## src/rtl/i2c_arb_pkg.sv

```systemverilog
// Shared types and defaults for the two-requester I2C master bus arbiter.
package i2c_arb_pkg;

  localparam int DEFAULT_TIMEOUT_CYCLES = 100_000;

  // Requester index: 0 or 1.
  typedef logic owner_t;

  typedef enum logic [2:0] {
    S_IDLE,
    S_GRANT,
    S_OWN,
    S_STOP_WAIT,
    S_ABORT,
    S_ABORT_WAIT,
    S_RELEASE
  } state_t;

  function automatic logic [1:0] owner_onehot(input owner_t id);
    return id ? 2'b10 : 2'b01;
  endfunction

endpackage

```

## src/rtl/i2c_arb_watchdog.sv

```systemverilog
// Owner-inactivity counter: clears on request, saturates at TIMEOUT_CYCLES-1 and
// flags expiry there, so it never wraps back to an idle-looking value.
module i2c_arb_watchdog
  import i2c_arb_pkg::*;
#(
  parameter int TIMEOUT_CYCLES = DEFAULT_TIMEOUT_CYCLES
) (
  input  logic clk,
  input  logic reset_n,
  input  logic clr,
  input  logic inc,
  output logic expired
);

  localparam int            CW    = (TIMEOUT_CYCLES > 1) ? $clog2(TIMEOUT_CYCLES) : 1;
  localparam logic [CW-1:0] LIMIT = CW'(TIMEOUT_CYCLES - 1);

  logic [CW-1:0] r_count;

  // NOTE: sequential state uses non-blocking assignments so every flop samples
  // pre-edge values regardless of block ordering.
  always_ff @(posedge clk or negedge reset_n) begin
    if (!reset_n) begin
      r_count <= '0;
    end else if (clr) begin
      r_count <= '0;
    end else if (inc && (r_count != LIMIT)) begin
      r_count <= r_count + 1'b1;
    end
  end

  assign expired = (r_count == LIMIT);

endmodule

```

## src/rtl/i2c_bus_arbiter.sv

```systemverilog
// Arbitrates two requesters onto one I2C master: round-robin grant, transparent
// routing while owned, and a watchdog that forces a STOP on an idle owner.
module i2c_bus_arbiter
  import i2c_arb_pkg::*;
#(
  parameter int TIMEOUT_CYCLES = DEFAULT_TIMEOUT_CYCLES
) (
  input  logic            clk,
  input  logic            reset_n,
  input  logic [1:0]      req_en,
  input  logic [1:0]      req_start,
  input  logic [1:0]      req_stop,
  input  logic [1:0][7:0] req_tx_data,
  output logic [1:0]      req_tx_ready,
  output logic [1:0]      gnt,
  output logic            I2C_EN,
  output logic            I2C_START,
  output logic            I2C_STOP,
  output logic [7:0]      tx_data,
  input  logic            tx_ready,
  output logic            busy,
  output logic [1:0]      err_timeout,
  input  logic            err_clr
);

  state_t     r_state;
  state_t     w_next;
  owner_t     r_owner;
  owner_t     r_last_owner;
  owner_t     w_pick;
  logic [1:0] r_err;
  logic [1:0] w_err_set;
  logic       w_abort;
  logic       w_wd_clr;
  logic       w_wd_inc;
  logic       w_wd_expired;

  // NOTE: every combinational output gets a default before the case so no path
  // leaves it unassigned and a latch is never inferred.
  always_comb begin
    w_next  = r_state;
    w_pick  = r_owner;
    w_abort = 1'b0;
    unique case (r_state)
      S_IDLE: begin
        if (|req_en) begin
          w_next = S_GRANT;
          w_pick = (req_en == 2'b11) ? ~r_last_owner : req_en[1];
        end
      end
      S_GRANT: w_next = S_OWN;
      S_OWN: begin
        if (!req_en[r_owner]) begin
          w_next = S_RELEASE;
        end else if (req_stop[r_owner]) begin
          w_next = S_STOP_WAIT;
        end else if (w_wd_expired) begin
          w_next  = S_ABORT;
          w_abort = 1'b1;
        end
      end
      S_STOP_WAIT: begin
        if (tx_ready) begin
          w_next = S_RELEASE;
        end else if (w_wd_expired) begin
          w_next  = S_ABORT;
          w_abort = 1'b1;
        end
      end
      S_ABORT:      w_next = S_ABORT_WAIT;
      S_ABORT_WAIT: if (tx_ready || w_wd_expired) w_next = S_RELEASE;
      S_RELEASE:    w_next = S_IDLE;
      default:      w_next = S_IDLE;
    endcase
  end

  assign w_err_set = w_abort ? owner_onehot(r_owner) : 2'b00;

  always_ff @(posedge clk or negedge reset_n) begin
    if (!reset_n) begin
      r_state      <= S_IDLE;
      r_owner      <= 1'b0;
      r_last_owner <= 1'b1;
      r_err        <= '0;
    end else begin
      r_state <= w_next;
      r_owner <= w_pick;
      if (r_state == S_RELEASE) r_last_owner <= r_owner;
      // A timeout landing in the same cycle as err_clr must survive the clear.
      r_err <= (err_clr ? 2'b00 : r_err) | w_err_set;
    end
  end

  // Leaving S_GRANT / S_ABORT restarts the count for the state being entered.
  assign w_wd_clr = (r_state == S_GRANT) || (r_state == S_ABORT) || tx_ready;
  assign w_wd_inc = (r_state == S_OWN) || (r_state == S_STOP_WAIT) || (r_state == S_ABORT_WAIT);

  i2c_arb_watchdog #(
    .TIMEOUT_CYCLES(TIMEOUT_CYCLES)
  ) u_watchdog (
    .clk    (clk),
    .reset_n(reset_n),
    .clr    (w_wd_clr),
    .inc    (w_wd_inc),
    .expired(w_wd_expired)
  );

  always_comb begin
    gnt          = 2'b00;
    req_tx_ready = 2'b00;
    I2C_EN       = 1'b0;
    I2C_START    = 1'b0;
    I2C_STOP     = 1'b0;
    tx_data      = 8'h00;
    unique case (r_state)
      S_GRANT: gnt = owner_onehot(r_owner);
      S_OWN, S_STOP_WAIT: begin
        gnt          = owner_onehot(r_owner);
        req_tx_ready = tx_ready ? owner_onehot(r_owner) : 2'b00;
        I2C_EN       = req_en[r_owner];
        I2C_START    = req_start[r_owner];
        I2C_STOP     = req_stop[r_owner];
        tx_data      = req_tx_data[r_owner];
      end
      S_ABORT: begin
        I2C_EN   = 1'b1;
        I2C_STOP = 1'b1;
      end
      default: ;
    endcase
  end

  assign busy        = (r_state != S_IDLE);
  assign err_timeout = r_err;

endmodule

```

## config.mk

```make
export PLATFORM = sky130hd
export DESIGN_NAME = i2c_bus_arbiter
export DESIGN_NICKNAME = d
export VERILOG_FILES = /design/src/rtl/i2c_arb_pkg.sv /design/src/rtl/i2c_arb_watchdog.sv /design/src/rtl/i2c_bus_arbiter.sv
export SDC_FILE = /design/constraint.sdc
export NUM_CORES = 1
export LEC_CHECK = 0
export CAP_MARGIN = 30
export CORE_MARGIN = 2
export CORE_UTILIZATION = 35
export CTS_CLUSTER_DIAMETER = 30
export CTS_CLUSTER_SIZE = 12
export DETAILED_ROUTE_END_ITERATION = 6
export GPL_ROUTABILITY_DRIVEN = 0
export PLACE_DENSITY = 0.72
export SLEW_MARGIN = 20
export SYNTH_ARGS = -nofsm -noshare
export SYNTH_HDL_FRONTEND = slang
export SYNTH_SLANG_ARGS = --single-unit
```

## constraint.sdc

```tcl
create_clock -name clk -period 3.3 [get_ports clk]
set_input_delay 0.66 -clock clk [delete_from_list [all_inputs] [get_ports clk]]
set_output_delay 0.66 -clock clk [all_outputs]
set_load 0.02 [all_outputs]
```

======== Word level (Yosys, flattened, before mapping) ========
Index checks and enable logic that the tools add are counted.
storage, ports and cells
  bits in registers ....................... 24
  latch bits .............................. 0
  bits in writable memories ............... 0
  bits in read-only memories .............. 0
  bits of input ports ..................... 26
  word-level logic and storage cells ...... 67
  memories kept ........................... 0
operators by class
  add/sub/neg operators ................... 1
  multipliers ............................. 0
  div/mod/pow operators ................... 0
  magnitude comparators ................... 1
  eq/ne operators ......................... 11
  shift-type cells ........................ 0
  multiplexer cells ....................... 33
  bitwise operators ....................... 2
  reduce and logical (&&, ||, !) cells .... 14
operators with widths
  cell                   count
  $mux 17                2
  $mux 8                 3
  $mux 3                 6
  $pmux 3 s6             1
  $add 17x1->17 const B  1
  $eq 17x17->1 const B   1
  $ne 17x17->1 const B   1
  $mux 1                 12
  $mux 2                 6
  $eq 3x3->1 const B     3
  $eq 3x2->1 const B     2
  $pmux 1 s2             3
  $logic_or 1x1->1       5
  $ne 2x2->1 const B     2
  $reduce_and 2->1       2
  $reduce_or 2->1        2
  $eq 3x1->1 const B     1
  $logic_not 3->1        1
  $reduce_bool 3->1      1
  $reduce_or 3->1        1
  $eq 2x2->1 const B     1
  $lt 1x2->1 const B     1
  $or 2x2->2             1
  $reduce_bool 2->1      1
  2 further kinds        2

======== Depth between registers and ports, before layout ========
  depth in word-level cells ............... 7
  gate-level depth with buffers ........... 8
  gate-level depth less buffers ........... 5

======== Hierarchy ========
Synthesis repeated with hierarchy kept, for this count alone.
second synthesis, totals
  cells, all modules ...................... 181
  area total of the unflattened synthesis .. 1582.8 um2
by module, submodules not included
  module            times used  cells each  area each (um2)  sequential area each (um2)
  i2c_arb_watchdog  1           99          935.9            425.4
  i2c_bus_arbiter   1           82          646.9            176.4

======== Worst setup path after synthesis ========
Ideal clock, no wire load.
  path type ............................... register -> output
  start ................................... register r_owner
  end ..................................... output tx_data[1]
  arrival ................................. 1493 ps
  data required time ...................... 2640 ps
  slack ................................... 1147 ps
  stages on the path, launching flop included .. 5
  cells stage by stage .................... dfrtp_1 > clkbuf_1 > clkbuf_1 > mux2i_1 > nor2_1
between the ends
  cells in the longest elaborated chain, start to end .. 3
RTL lines
  element                                    line                    text
  start, declared                            i2c_bus_arbiter.sv:28   owner_t r_owner;
  start signal, assigned                     i2c_bus_arbiter.sv:87   r_owner <= w_pick;
  $mux 8 (implied by the code) (2 in a row)  i2c_bus_arbiter.sv:123  tx_data = req_tx_data[r_owner];
  $mux 8                                     i2c_bus_arbiter.sv:115  unique case (r_state)
  end, declared                              i2c_bus_arbiter.sv:19   output logic [7:0] tx_data,
No other way between the ends. The select of a mux whose other input is x is not followed.

======== Worst setup path after layout ========
  start ................................... register r_owner
  end ..................................... output gnt[1]
between the ends
  cells in the longest elaborated chain, start to end .. 2
RTL lines
  element        line                   text
  $mux 2         i2c_arb_pkg.sv:20      return id ? 2'b10 : 2'b01;
  $mux 2         n/a
  end, declared  i2c_bus_arbiter.sv:15  output logic [1:0] gnt,
No other way between the ends.

==> results.sh <==
export IMPL_cp_depth=3
export IMPL_htree_levels=1
export IMPL_vias=1529
export IMPL_overflow=0
export IMPL_powerDensity_mw_per_mm2=667
export IMPL_clk_latency_ns=0.27
export IMPL_cts_sinks=24
export IMPL_dp_cells=269
export IMPL_cts_hold_buf=0
export IMPL_final_area_sq_mm=0.00213
export IMPL_tightest_slew_ns=0.785
export IMPL_grt_pass1_wl_microns=6600
export IMPL_start_kind="register"
export IMPL_dpl_hpwl_microns=2770
export IMPL_synth_async_sr_flop_share_pct=100
export IMPL_ctsResizeCount=0
export IMPL_clockBufferDepth=2
export IMPL_diodes=0
export IMPL_post_drt_wl_per_cell_microns=14.3
export IMPL_synthCells=184
export IMPL_die_area_sq_mm=0.00514
export IMPL_drive_gt1_share_pct=5.43
export IMPL_synth_edf_count=0
export IMPL_outcome="finished clean"
export IMPL_viasPerCell=5.60
export IMPL_place_area_sq_mm=0.00206
export IMPL_slew_violations=0
export IMPL_start_util_pct=36.6
export IMPL_num_fill_cells=423
export IMPL_slew_headroom_pct=47.7
export IMPL_final_instance_count_excl_fill=273
export IMPL_max_stage_delay_ns=0.86
export IMPL_area_growth_syn_to_layout_pct=32.6
export IMPL_maxCapViolCount=0
export IMPL_grt_pass1_vias=1457
export IMPL_gr_usage_all_layers_pct=15.7
export IMPL_cp_arrival_ns=2.23
export IMPL_first_iter_violations=129
export IMPL_finClkSkew_ns=0.00178
export IMPL_avgSynthCellArea_sq_um=8.72
export IMPL_clkTransAtPathRegs_ns=0.09
export IMPL_fin_crit_ns=2.89
export IMPL_synth_ff_type="dfrtp_1"
export IMPL_setup_viol=0
export IMPL_io_pin_count=44
export IMPL_synth_area_sq_mm=0.00160
export IMPL_fin_crit_sh_pct=87.5
export IMPL_path_cells="inv_1 -> nor3_1 -> clkdlybuf4s50_1"
export IMPL_yosys_warnings=0
export IMPL_crit_type="register to primary output"
export IMPL_syn_num_nets=211
export IMPL_antenna_found_initial=0
export IMPL_nets=249
export IMPL_cts_tree="done"
export IMPL_root_buffer="clkbuf_8"
export IMPL_worstPathBufferInverterCount=2
export IMPL_die_h_microns=71.7
export IMPL_cp_max_fo=20
export IMPL_fin_setup_tns_ns=0
export IMPL_synth_distinct_cells=48
export IMPL_ys_seq_area_share_pct=37.5
export IMPL_rsz0062_at_grt="false"
export IMPL_core_sq_mm=0.00438
export IMPL_ir_worst_vdd_mv=0.563
export IMPL_synth_seq_cells=24
export IMPL_num_rows=24
export IMPL_p_leak_nw=0.824
export IMPL_cts_buffers=3
export IMPL_port_buffers=43
export IMPL_hp_class="register to register"
export IMPL_reg2reg_depth=5
export IMPL_cpMaxStageDelayCell="dfrtp_1"
export IMPL_firstDrtPassIters=4
export IMPL_post_cts_buffers=0
export IMPL_cp_data_required_time_ns=2.64
export IMPL_critPathTopFamily="flip-flops"
export IMPL_fmax_mhz=346
export IMPL_drcViolationCount=0
export IMPL_hold_viol_final=0
export IMPL_endpoint_kind="primary output"
export IMPL_min_path_cells=2
export IMPL_grt_max_degree=25
export IMPL_ant_nets=0
export IMPL_die_w_microns=71.7
export IMPL_drt_wl_total_microns=3890
-- stage by stage --
| step | hold slack, ns | total power [mW] | util (%) | worst slack [ns] |
|---|---|---|---|---|
| floorplan | 0.364 | 0.876 | - | 1.15 |
| global route | 0.577 | 1.51 | 48.5 | 0.293 |
| finish | 0.511 | 1.42 | 48.5 | 0.413 |
| global placement | 0.491 | 1.16 | 46.9 | 0.496 |
| CTS | 0.517 | 1.43 | 48.5 | 0.405 |
| detailed placement | 0.506 | 1.16 | 46.9 | 0.460 |
-- tightest hold or removal path, cell delays in order, from the launching register on --
cell and delay, ns:
dfstp_2 0.38, o21ai_0 0.06, o31ai_1 0.07
-- state kept, by name, summed over array words and instances (netlist names) --
name and cells:
r_owner 1, r_last_owner 1, r_state 3, u_watchdog.r_count 17
err_timeout 2
-- cell families after synthesis --
logic type / Yosys count / share of synthesized area [%]
AOI/OAI and AO/OA: 54 / 20.9
xor gates and xnor gates: 3 / 1.64
DFF: 24 / 37.5
buffers and inverters: 18 / 5.07
adders and majority gates: 1 / 0.780
muxes: 13 / 8.19
and+or+nand+nor: 71 / 25.9
-- cell type report --
class                      instances  area, sq um  area share, %
multi-input combinational        142          921           43.3
tap                               52         65.1           3.06
sequential                        24          602           28.3
clock buffer                       3         41.3           1.94
inverter                           6         22.5           1.06
clock inverter                     1         30.0           1.41
timing repair buffer              45          445           20.9
-- power breakdown --
part | internal, mW | switching [mW]
combinational | 0.331 | 0.383
sequential | 0.333 | 0.111
clock | 0.162 | 0.0994
-- path summary, 6_finish.rpt --
path	endpoint	startpoint	slack, ns
setup / recovery	gnt[1]	r_owner	0.41
min in group asynchronous	u_watchdog.r_count[14]	reset_n	0.75
hold reg to reg	r_last_owner	r_last_owner	0.51
max in group asynchronous	r_last_owner	reset_n	2.27
hold / removal	r_last_owner	r_last_owner	0.51
setup reg to reg	u_watchdog.r_count[4]	u_watchdog.r_count[0]	1.29
-- cell usage after synthesis, types with 6 or more instances --
cell / count / area share (%)
a21oi_1: 17 / 5.3
clkbuf_1: 6 / 1.4
dfrtp_1: 23 / 36
inv_1: 6 / 1.4
mux2i_1: 12 / 7.5
nand2_1: 11 / 2.6
nor2_1: 15 / 3.5
o21ai_0: 14 / 4.4
o31ai_1: 10 / 4.7
or4_1: 8 / 3.7
-- cell usage in the layout (no fill, tap or decap), drive strengths merged, types with 2 or more instances in the layout --
cell type       n
a21oi          17
and3            5
and3b           2
and4            3
buf             2
clkbuf          3
clkdlybuf4s50  43
dfrtp          23
inv             6
mux2i          12
nand2          11
nand2b          2
nand3           5
nand3b          2
nor2           15
nor3            3
o211ai          2
o21ai          14
o22ai           2
o31ai          10
or3             5
or4             8
xnor2           2
-- routing by layer --
metal / GRT usage (%) / wire, microns
met5: 0 / 0
met4: 2.94 / 21
met2: 26.3 / 1760
met3: 4.08 / 257
met1: 20.6 / 1850
No activity file was read; power rests on OpenSTA's default activity.
